==> config.mk <==
export PLATFORM = sky130hd
export DESIGN_NAME = keypad_bcd_entry
export DESIGN_NICKNAME = d
export VERILOG_FILES = /design/src/rtl/keypad_bcd_entry.sv
export SDC_FILE = /design/constraint.sdc
export NUM_CORES = 1
export LEC_CHECK = 0
export CAP_MARGIN = 15
export CORE_UTILIZATION = 62
export CTS_BUF_LIST = sky130_fd_sc_hd__clkbuf_8
export DETAILED_ROUTE_END_ITERATION = 6
export PLACE_DENSITY = 0.87
export REMOVE_ABC_BUFFERS = 1
export SKIP_LAST_GASP = 1
export SYNTH_ARGS = -nofsm -noshare
export SYNTH_HDL_FRONTEND = slang
export SYNTH_SLANG_ARGS = --single-unit
==> constraint.sdc <==
create_clock -name clk -period 10 [get_ports clk]
set_input_delay 2 -clock clk [delete_from_list [all_inputs] [get_ports clk]]
set_output_delay 2 -clock clk [all_outputs]
set_load 0.05 [all_outputs]
==> src/rtl/keypad_bcd_entry.sv <==
// 4x4 matrix keypad scanner with frame-level debounce, feeding a 10-digit packed-BCD
// entry register, a mode selector and a valid/ready operand handoff.
module keypad_bcd_entry #(
  parameter int unsigned SCAN_DIV        = 50000,
  parameter int unsigned DEBOUNCE_FRAMES = 8,
  parameter int unsigned NUM_MODES       = 4
) (
  input  logic        clk,
  input  logic        rst,
  input  logic [3:0]  col_n,
  output logic [3:0]  row_n,
  output logic [39:0] BCD,
  output logic [3:0]  mode,
  output logic        disp_en,
  output logic [3:0]  digit_cnt,
  output logic        out_valid,
  input  logic        out_ready
);

  localparam int unsigned    ScanW     = $clog2(SCAN_DIV);
  localparam logic [ScanW-1:0] ScanLast = ScanW'(SCAN_DIV - 1);
  localparam logic [4:0]     KeyNone   = 5'h10;
  localparam logic [7:0]     StableMax = 8'(DEBOUNCE_FRAMES);
  localparam logic [3:0]     ModeLast  = 4'(NUM_MODES - 1);
  localparam logic [3:0]     MaxDigits = 4'd10;

  typedef enum logic [2:0] {
    ActNop,
    ActDigit,
    ActBack,
    ActClear,
    ActMode,
    ActEnter
  } act_e;

  // Column synchronizer
  logic [3:0] col_meta_q, col_sync_q;

  always_ff @(posedge clk or posedge rst) begin
    if (rst) begin
      col_meta_q <= 4'hF;
      col_sync_q <= 4'hF;
    end else begin
      col_meta_q <= col_n;
      col_sync_q <= col_meta_q;
    end
  end

  // Row scan timing
  logic [ScanW-1:0] scan_cnt_q, scan_cnt_d;
  logic [1:0]       row_q, row_d;
  logic             slot_last;
  logic             frame_done;

  always_comb begin
    slot_last  = (scan_cnt_q == ScanLast);
    frame_done = slot_last && (row_q == 2'd3);
    scan_cnt_d = slot_last ? '0 : scan_cnt_q + ScanW'(1);
    row_d      = slot_last ? row_q + 2'd1 : row_q;
  end

  always_ff @(posedge clk or posedge rst) begin
    if (rst) begin
      scan_cnt_q <= '0;
      row_q      <= 2'd0;
    end else begin
      scan_cnt_q <= scan_cnt_d;
      row_q      <= row_d;
    end
  end

  assign row_n = ~(4'b0001 << row_q);

  // Per-row column analysis on the sampling cycle
  logic [2:0] row_hits;
  logic [1:0] row_col;

  always_comb begin
    row_hits = 3'd0;
    row_col  = 2'd0;
    for (int c = 0; c < 4; c++) begin
      if (!col_sync_q[c]) begin
        row_hits = row_hits + 3'd1;
        row_col  = 2'(c);
      end
    end
  end

  // Frame accumulation: hit count saturates at 2, which already means "ghost / reject"
  logic [1:0] hits_q, hits_d;
  logic [3:0] code_q, code_d;
  logic [2:0] hits_base, hits_sum;
  logic [4:0] frame_code;

  always_comb begin
    hits_base = (row_q == 2'd0) ? 3'd0 : {1'b0, hits_q};
    hits_sum  = hits_base + row_hits;
    hits_d    = hits_q;
    code_d    = code_q;
    if (slot_last) begin
      hits_d = (hits_sum >= 3'd2) ? 2'd2 : hits_sum[1:0];
      if (row_hits == 3'd1) begin
        code_d = {row_q, row_col};
      end
    end
    if (hits_sum == 3'd1) begin
      frame_code = {1'b0, (row_hits == 3'd1) ? {row_q, row_col} : code_q};
    end else begin
      frame_code = KeyNone;
    end
  end

  always_ff @(posedge clk or posedge rst) begin
    if (rst) begin
      hits_q <= 2'd0;
      code_q <= 4'd0;
    end else begin
      hits_q <= hits_d;
      code_q <= code_d;
    end
  end

  // Debounce across whole frames
  logic [4:0] prev_q, prev_d;
  logic [7:0] stable_q, stable_d;
  logic [4:0] accepted_q, accepted_d;
  logic       key_evt_q, key_evt_d;
  logic [3:0] key_q, key_d;

  always_comb begin
    prev_d     = prev_q;
    stable_d   = stable_q;
    accepted_d = accepted_q;
    key_evt_d  = 1'b0;
    key_d      = key_q;
    if (frame_done) begin
      prev_d = frame_code;
      if (frame_code == prev_q) begin
        stable_d = (stable_q >= StableMax) ? StableMax : stable_q + 8'd1;
      end else begin
        stable_d = 8'd1;
      end
      if ((stable_d == StableMax) && (frame_code != accepted_q)) begin
        accepted_d = frame_code;
        if (frame_code != KeyNone) begin
          key_evt_d = 1'b1;
          key_d     = frame_code[3:0];
        end
      end
    end
  end

  always_ff @(posedge clk or posedge rst) begin
    if (rst) begin
      prev_q     <= KeyNone;
      stable_q   <= 8'd0;
      accepted_q <= KeyNone;
      key_evt_q  <= 1'b0;
      key_q      <= 4'd0;
    end else begin
      prev_q     <= prev_d;
      stable_q   <= stable_d;
      accepted_q <= accepted_d;
      key_evt_q  <= key_evt_d;
      key_q      <= key_d;
    end
  end

  // Keymap: 1 2 3 A / 4 5 6 B / 7 8 9 C / * 0 # D
  act_e       act;
  logic [3:0] act_digit;

  always_comb begin
    act       = ActNop;
    act_digit = 4'd0;
    case (key_q)
      4'd0:  begin act = ActDigit; act_digit = 4'd1; end
      4'd1:  begin act = ActDigit; act_digit = 4'd2; end
      4'd2:  begin act = ActDigit; act_digit = 4'd3; end
      4'd3:  act = ActClear;
      4'd4:  begin act = ActDigit; act_digit = 4'd4; end
      4'd5:  begin act = ActDigit; act_digit = 4'd5; end
      4'd6:  begin act = ActDigit; act_digit = 4'd6; end
      4'd7:  act = ActMode;
      4'd8:  begin act = ActDigit; act_digit = 4'd7; end
      4'd9:  begin act = ActDigit; act_digit = 4'd8; end
      4'd10: begin act = ActDigit; act_digit = 4'd9; end
      4'd12: act = ActBack;
      4'd13: begin act = ActDigit; act_digit = 4'd0; end
      4'd14: act = ActEnter;
      default: act = ActNop;
    endcase
  end

  // Entry register and handshake
  logic [39:0] bcd_q, bcd_d;
  logic [3:0]  mode_q, mode_d;
  logic [3:0]  cnt_q, cnt_d;
  logic        valid_q, valid_d;

  always_comb begin
    bcd_d   = bcd_q;
    mode_d  = mode_q;
    cnt_d   = cnt_q;
    valid_d = valid_q;
    if (valid_q) begin
      // Operand is frozen while offered; key events are dropped
      if (out_ready) begin
        valid_d = 1'b0;
        bcd_d   = 40'd0;
        cnt_d   = 4'd0;
      end
    end else if (key_evt_q) begin
      case (act)
        ActDigit: begin
          if (cnt_q < MaxDigits) begin
            bcd_d = {bcd_q[35:0], act_digit};
            cnt_d = cnt_q + 4'd1;
          end
        end
        ActBack: begin
          if (cnt_q != 4'd0) begin
            bcd_d = {4'h0, bcd_q[39:4]};
            cnt_d = cnt_q - 4'd1;
          end
        end
        ActClear: begin
          bcd_d = 40'd0;
          cnt_d = 4'd0;
        end
        ActMode:  mode_d = (mode_q == ModeLast) ? 4'd0 : mode_q + 4'd1;
        ActEnter: begin
          if (cnt_q != 4'd0) begin
            valid_d = 1'b1;
          end
        end
        default: ;
      endcase
    end
  end

  always_ff @(posedge clk or posedge rst) begin
    if (rst) begin
      bcd_q   <= 40'd0;
      mode_q  <= 4'd0;
      cnt_q   <= 4'd0;
      valid_q <= 1'b0;
    end else begin
      bcd_q   <= bcd_d;
      mode_q  <= mode_d;
      cnt_q   <= cnt_d;
      valid_q <= valid_d;
    end
  end

  assign BCD       = bcd_q;
  assign mode      = mode_q;
  assign digit_cnt = cnt_q;
  assign out_valid = valid_q;
  assign disp_en   = (cnt_q != 4'd0);

endmodule

-- Word-level counts from Yosys, hierarchy flattened
Cells that the tools add are included.
- flip-flop bits (word level): 104
- output and inout port bits: 54
- eq/ne operators: 30
- bitwise logic cells: 2
- order comparisons: 3
- muxes and demuxes: 38
- reductions and logical operators: 12
- add/subtract/negate cells: 10
- shift-type cells: 1
- operator list (kind ; count):
    40-bit two-way mux ; 5
    40-bit one-hot mux with 3 select lines ; 1
    4-bit one-hot mux with 9 select lines ; 1
    4-bit two-way mux ; 7
    4-bit == test (second input constant) ; 6
    8-bit two-way mux ; 3
    16-bit by 1-bit adder with 16-bit output (second input constant) ; 1
    16-bit == test (second input constant) ; 1
    4-bit by 3-bit == test with 1-bit output (second input constant) ; 4
    16-bit two-way mux ; 1
    3-bit one-hot mux with 5 select lines ; 1
    4-bit by 2-bit == test with 1-bit output (second input constant) ; 3
    4-bit one-hot mux with 3 select lines ; 1
    1-bit two-way mux ; 10
    10-bit OR reduction ; 1
    3-bit by 1-bit adder with 3-bit output (second input constant) ; 3
    3-bit by 1-bit == test with 1-bit output (second input constant) ; 3
    3-bit two-way mux ; 3
    4-bit by 1-bit adder with 4-bit output (second input constant) ; 2
    8-bit by 1-bit adder with 8-bit output (second input constant) ; 1
    8-bit by 4-bit == test with 1-bit output (second input constant) ; 1
    8-bit by 4-bit >= comparator with 1-bit output (second input constant) ; 1
    2-bit two-way mux ; 4
    4-bit nonzero test ; 2
    other kinds (25) ; 30

-- Logic depth before layout (Yosys ltp)
- depth in word-level cells: 17
- mapped depth: 16

-- Worst setup path after synthesis
OpenSTA, ideal clock, no wires.
- path type: reg2reg
- from: register col_sync_q[0]
- to: register accepted_q[0]
- path buffers: 1
- period minus slack after synthesis: 4.054 ns
- setup time: 0.127 ns
- stages on the path, launching flop included: 15
- data arrival time: 3.926 ns
- path slack: 5.946 ns
- cells stage by stage: dfstp_2 inv_1 ha_1 buf_2 xnor2_1 xnor2_1 ha_1 inv_1 fa_1 xor2_1 mux2_4 or3_4 a2111oi_4 nor3_2 mux2_1
- word-level cells in the longest chain between the ends: 16
- elaborated cells between the ends (all ways): 19
- those cells by class: add/sub: 4; eq/ne: 5; mux: 8; reduce/logical: 2
- RTL lines (element ; line ; source):
    start: declaration ; 37 ; logic [3:0] col_meta_q, col_sync_q;
    start signal: assignment ; 45 ; col_sync_q <= col_meta_q;
    1-bit two-way mux (*) ; 82 ; if (!col_sync_q[c]) begin
    3-bit by 1-bit adder with 3-bit output ; 83 ; row_hits = row_hits + 3'd1;
    3-bit two-way mux (*) ; 82 ;
    3-bit by 1-bit adder with 3-bit output ; 83 ;
    3-bit two-way mux (*) ; 82 ;
    3-bit by 1-bit adder with 3-bit output ; 83 ;
    3-bit two-way mux (*) ; 82 ;
    2-bit by 3-bit adder with 3-bit output / 3-bit by 1-bit == test with 1-bit output (equally long branches) ; 97, 107 ;
    3-bit by 1-bit == test with 1-bit output / 4-bit two-way mux (equally long branches) ; n/a ;
    5-bit two-way mux (*) ; 106 ; if (hits_sum == 3'd1) begin
    5-bit == test ; 138 ; if (frame_code == prev_q) begin
    8-bit two-way mux ; 138 ;
    8-bit two-way mux ; 136 ; if (frame_done) begin
    8-bit by 4-bit == test with 1-bit output ; 143 ; if ((stable_d == StableMax) && (frame_code != accepted_q)) begin
    1-bit logical AND ; 143 ;
    2-bit AND reduction (no source line) ; n/a ;
    end signal: assignment ; 157 ; accepted_q <= KeyNone;
    end signal: assignment ; 163 ; accepted_q <= accepted_d;
    end: declaration ; 126 ; logic [4:0] accepted_q, accepted_d;
Every way passes the cells marked *; elsewhere a longest branch is shown, timed or not. The select of a mux whose other input is x is not followed.
A chain may end at the register's enable or synchronous reset.

-- Worst setup path in the final report
- from: register col_sync_q[1]
- to: register key_q[2]
- word-level cells in the longest chain between the ends: 14
- elaborated cells between the ends (all ways): 21
- those cells by class: add/sub: 3; eq/ne: 6; mux: 10; reduce/logical: 2
- RTL lines (element ; line ; source):
    3-bit two-way mux ; 82 ;
    3-bit by 1-bit adder with 3-bit output ; 83 ;
    3-bit two-way mux ; 82 ;
    3-bit by 1-bit adder with 3-bit output ; 83 ;
    3-bit two-way mux ; 82 ;
    2-bit by 3-bit adder with 3-bit output / 3-bit by 1-bit == test with 1-bit output (equally long branches) ; 97, 107 ;
    3-bit by 1-bit == test with 1-bit output / 4-bit two-way mux (equally long branches) ; n/a ;
    5-bit two-way mux (*) ; 106 ;
    5-bit == test ; 138 ;
    8-bit two-way mux ; 138 ;
    8-bit two-way mux ; 136 ;
    8-bit by 4-bit == test with 1-bit output ; 143 ;
    1-bit logical AND ; 143 ;
    3-bit AND reduction (no source line) ; n/a ;
    end signal: assignment ; 165 ; key_q <= key_d;
    end: declaration ; 128 ; logic [3:0] key_q, key_d;
Marked as above.

==> qor.txt <==
Outcome -> finished clean
Reg power frac -> 51.9%
RSZ-0062 raised after global routing -> no
Worst VDD drop -> 84.1 µV
Reg-to-Reg Start -> col_sync_q[1]
ANT nets after route -> 0
Core area -> 8340 µm²
Routed WL -> 11700 µm
Seq/Total Area, Yosys -> 48.3%
Post-CTS Setup Bufs -> 0
Layout Skew -> 13.3 ps
CTS Hold Buffers Added -> 0
Place WS -> 5510 ps
Core Rows -> 33
Die area -> 9110 µm²
Final min period -> 4560 ps
IO buf count -> 60
DRT iter0 DRCs -> 181
F_max -> 0.219 GHz
Psw -> 281 µW
Gate power share -> 18.6%
R2r worst-path depth -> 13
Final count of hold timing violations -> 0
HP Class -> flop to flop
Wirelength per Cell -> 16.8 µm
Clock tree buffer depth -> 2
All-layer global routing usage -> 28.2%
Final Net Count -> 613
Clock sinks -> 104
# resized after CTS -> 0
Most common cell in the netlist -> dfrtp_1
Hold Path Cell Cnt -> 0
Pleak -> 0.00272 µW
H-tree lvl count -> 3
Clock network fraction of total power -> 29.5%
Worst Path Max Fanout -> 16
Root Buffer Master -> clkbuf_8
DR DRC count -> 0
Antenna Cells -> 0
CP startpoint kind -> flop
Final WS setup -> 5440 ps
Synth Area per Inst -> 9.98 µm²
Synth async-reset ratio -> 100%
Gr ovfl total -> 0
Vias in the first global route -> 4090
Critical path endpoint category -> flop
Final instance area -> 6290 µm²
Final HPWL DP -> 7920 µm
RePlAce Congestion -> 0.895
Final setup violation count -> 0
First-pass GRT wire length -> 19700 µm
Hold Crit Start -> col_meta_q[2]
Area Growth Syn to Fin -> 16.3%
Internal -> 605 µW
Ports -> 61
Pins Over Slew Limit -> 0
Yosys cell types -> 64
CTS tree -> yes
Post-Syn Area -> 5410 µm²
Largest net degree at the start of global routing -> 81
Layout cell share with drive strength beyond 1 -> 8.59%
Worst skew pair latency -> 380 ps
Routed vias -> 4349
Worst-margin pin slew -> 833 ps
Period utilization -> 45.6%
Leading area contributor after synthesis -> dfrtp_1
Crit path kind -> flop to flop
Dpl cell area -> 6100 µm²
Leading post-synthesis cells by cell area -> dfrtp_1, nand2_1, o31ai_1
Synth top area share -> 43.5%
R2r setup slk -> 5440 ps
P per Cell Area -> 141 nW/µm²
Initial Util -> 64.9%
Post-synth EDFFs -> 0
Chip height -> 95.4 µm
Drt pass-1 iters -> 4
Reg clk slew, reported paths -> 100 ps
Initial antenna violation count -> 0
Power Total -> 886 µW
Worst EP required -> 10260 ps
Die Width -> 95.4 µm
Post-Syn Instances -> 542
Yosys warns -> 0
Switching Fraction -> 31.7%
Vias per cell -> 6.22
Crit path from -> col_sync_q[1]
Post-synth top cells -> dfrtp_1, nand2_1, o31ai_1
Slew HR -> 44.5%
Arr. time, crit path -> 4830 ps
TritonCTS buffer count -> 9
Post-synth top flop -> dfrtp_1
Max-Cap Viols -> 0
FF+latch count, synth -> 104
Total negative slack -> 0 ps
-- final cells by class --
cell class              instances  area (µm²)
flip-flops and latches        104        2620
multi-input cells             386        2620
repair buffers                 66         646
clock buffers                  11         151
inverters                      22        85.1
clock inverters                 5        46.3
well taps                     105         131
fillers                       602        2050
-- cell usage in the layout, fill, tap and decap left out, types with 8 or more instances in the layout --
master / instances
ha_1: 15
clkbuf_8: 11
xor2_1: 16
dfrtp_1: 94
and2_1: 8
a21oi_1: 19
nand2_1: 78
and3_1: 8
nor2b_1: 9
nor2_1: 25
o21ai_0: 25
xnor2_1: 13
o31ai_1: 36
a22oi_1: 32
clkdlybuf4s50_1: 60
inv_1: 21
nand3_1: 14
dfstp_2: 10
-- metal layers --
layer  up-vias  global-route usage, %  part of all wire (%)
li1       2033                      -                     -
met1      2152                   36.8                    43
met2       137                   47.4                    50
met3        27                   4.78                   5.0
met4         0                   10.2                   2.1
met5         -                      0                     0
-- sequential cells by signal, indices dropped and copies added, names as in the netlist, 4 cells and up --
register	cells
BCD	40
scan_cnt_q	16
stable_q	8
accepted_q	5
prev_q	5
code_q	4
col_meta_q	4
col_sync_q	4
digit_cnt	4
key_q	4
mode	4
-- worst paths after layout --
check | endpoint
setup reg to reg | key_q[2]
max in group asynchronous | key_q[1]
hold reg to reg | col_sync_q[2]
hold / removal | col_sync_q[2]
min in group asynchronous | row_q[0]
setup / recovery | key_q[2]
-- metrics by stage --
stage,hold WS (ps),util [%],cells
final,361,75.5,699
after global routing,365,75.5,699
after detailed placement,348,73.1,683
after global placement,346,73.1,683
after CTS,362,75.5,699
after floorplan,345,-,512
-- power groups by stage --
stage / Sequential, µW / Combinational, µW / Clock, µW
2_1_floorplan: 518 / 60.0 / 0
3_3_place_gp: 466 / 160 / 0
3_5_place_dp: 467 / 165 / 0
4_1_cts: 459 / 166 / 265
5_1_grt: 462 / 178 / 283
6_report: 459 / 165 / 261
-- worst max-delay path, cell delays in order (launching register included) --
cell,delay (ps)
dfstp_2,580
inv_1,60
ha_1,580
xnor2_1,230
xnor2_1,160
ha_1,180
inv_1,60
fa_1,370
xor2_1,400
mux2i_2,230
nor4b_1,530
a21oi_2,230
nor4_4,470
mux2_1,370
-- kinds of logic (layout without fill, tap and decap cells) --
kind of cell	after synthesis	count (layout)	share of synthesized area, %
AND/OR/NAND/NOR	180	180	17.1
flip-flops	104	104	48.3
XOR/XNOR	29	29	4.69
multiplexers	18	18	3.75
buffers and inverters	52	104	3.68
adder cells (fa/ha/maj)	17	17	4.21
AO/OA/AOI/OAI	142	142	18.3
Power figures use the tool's default switching activity.
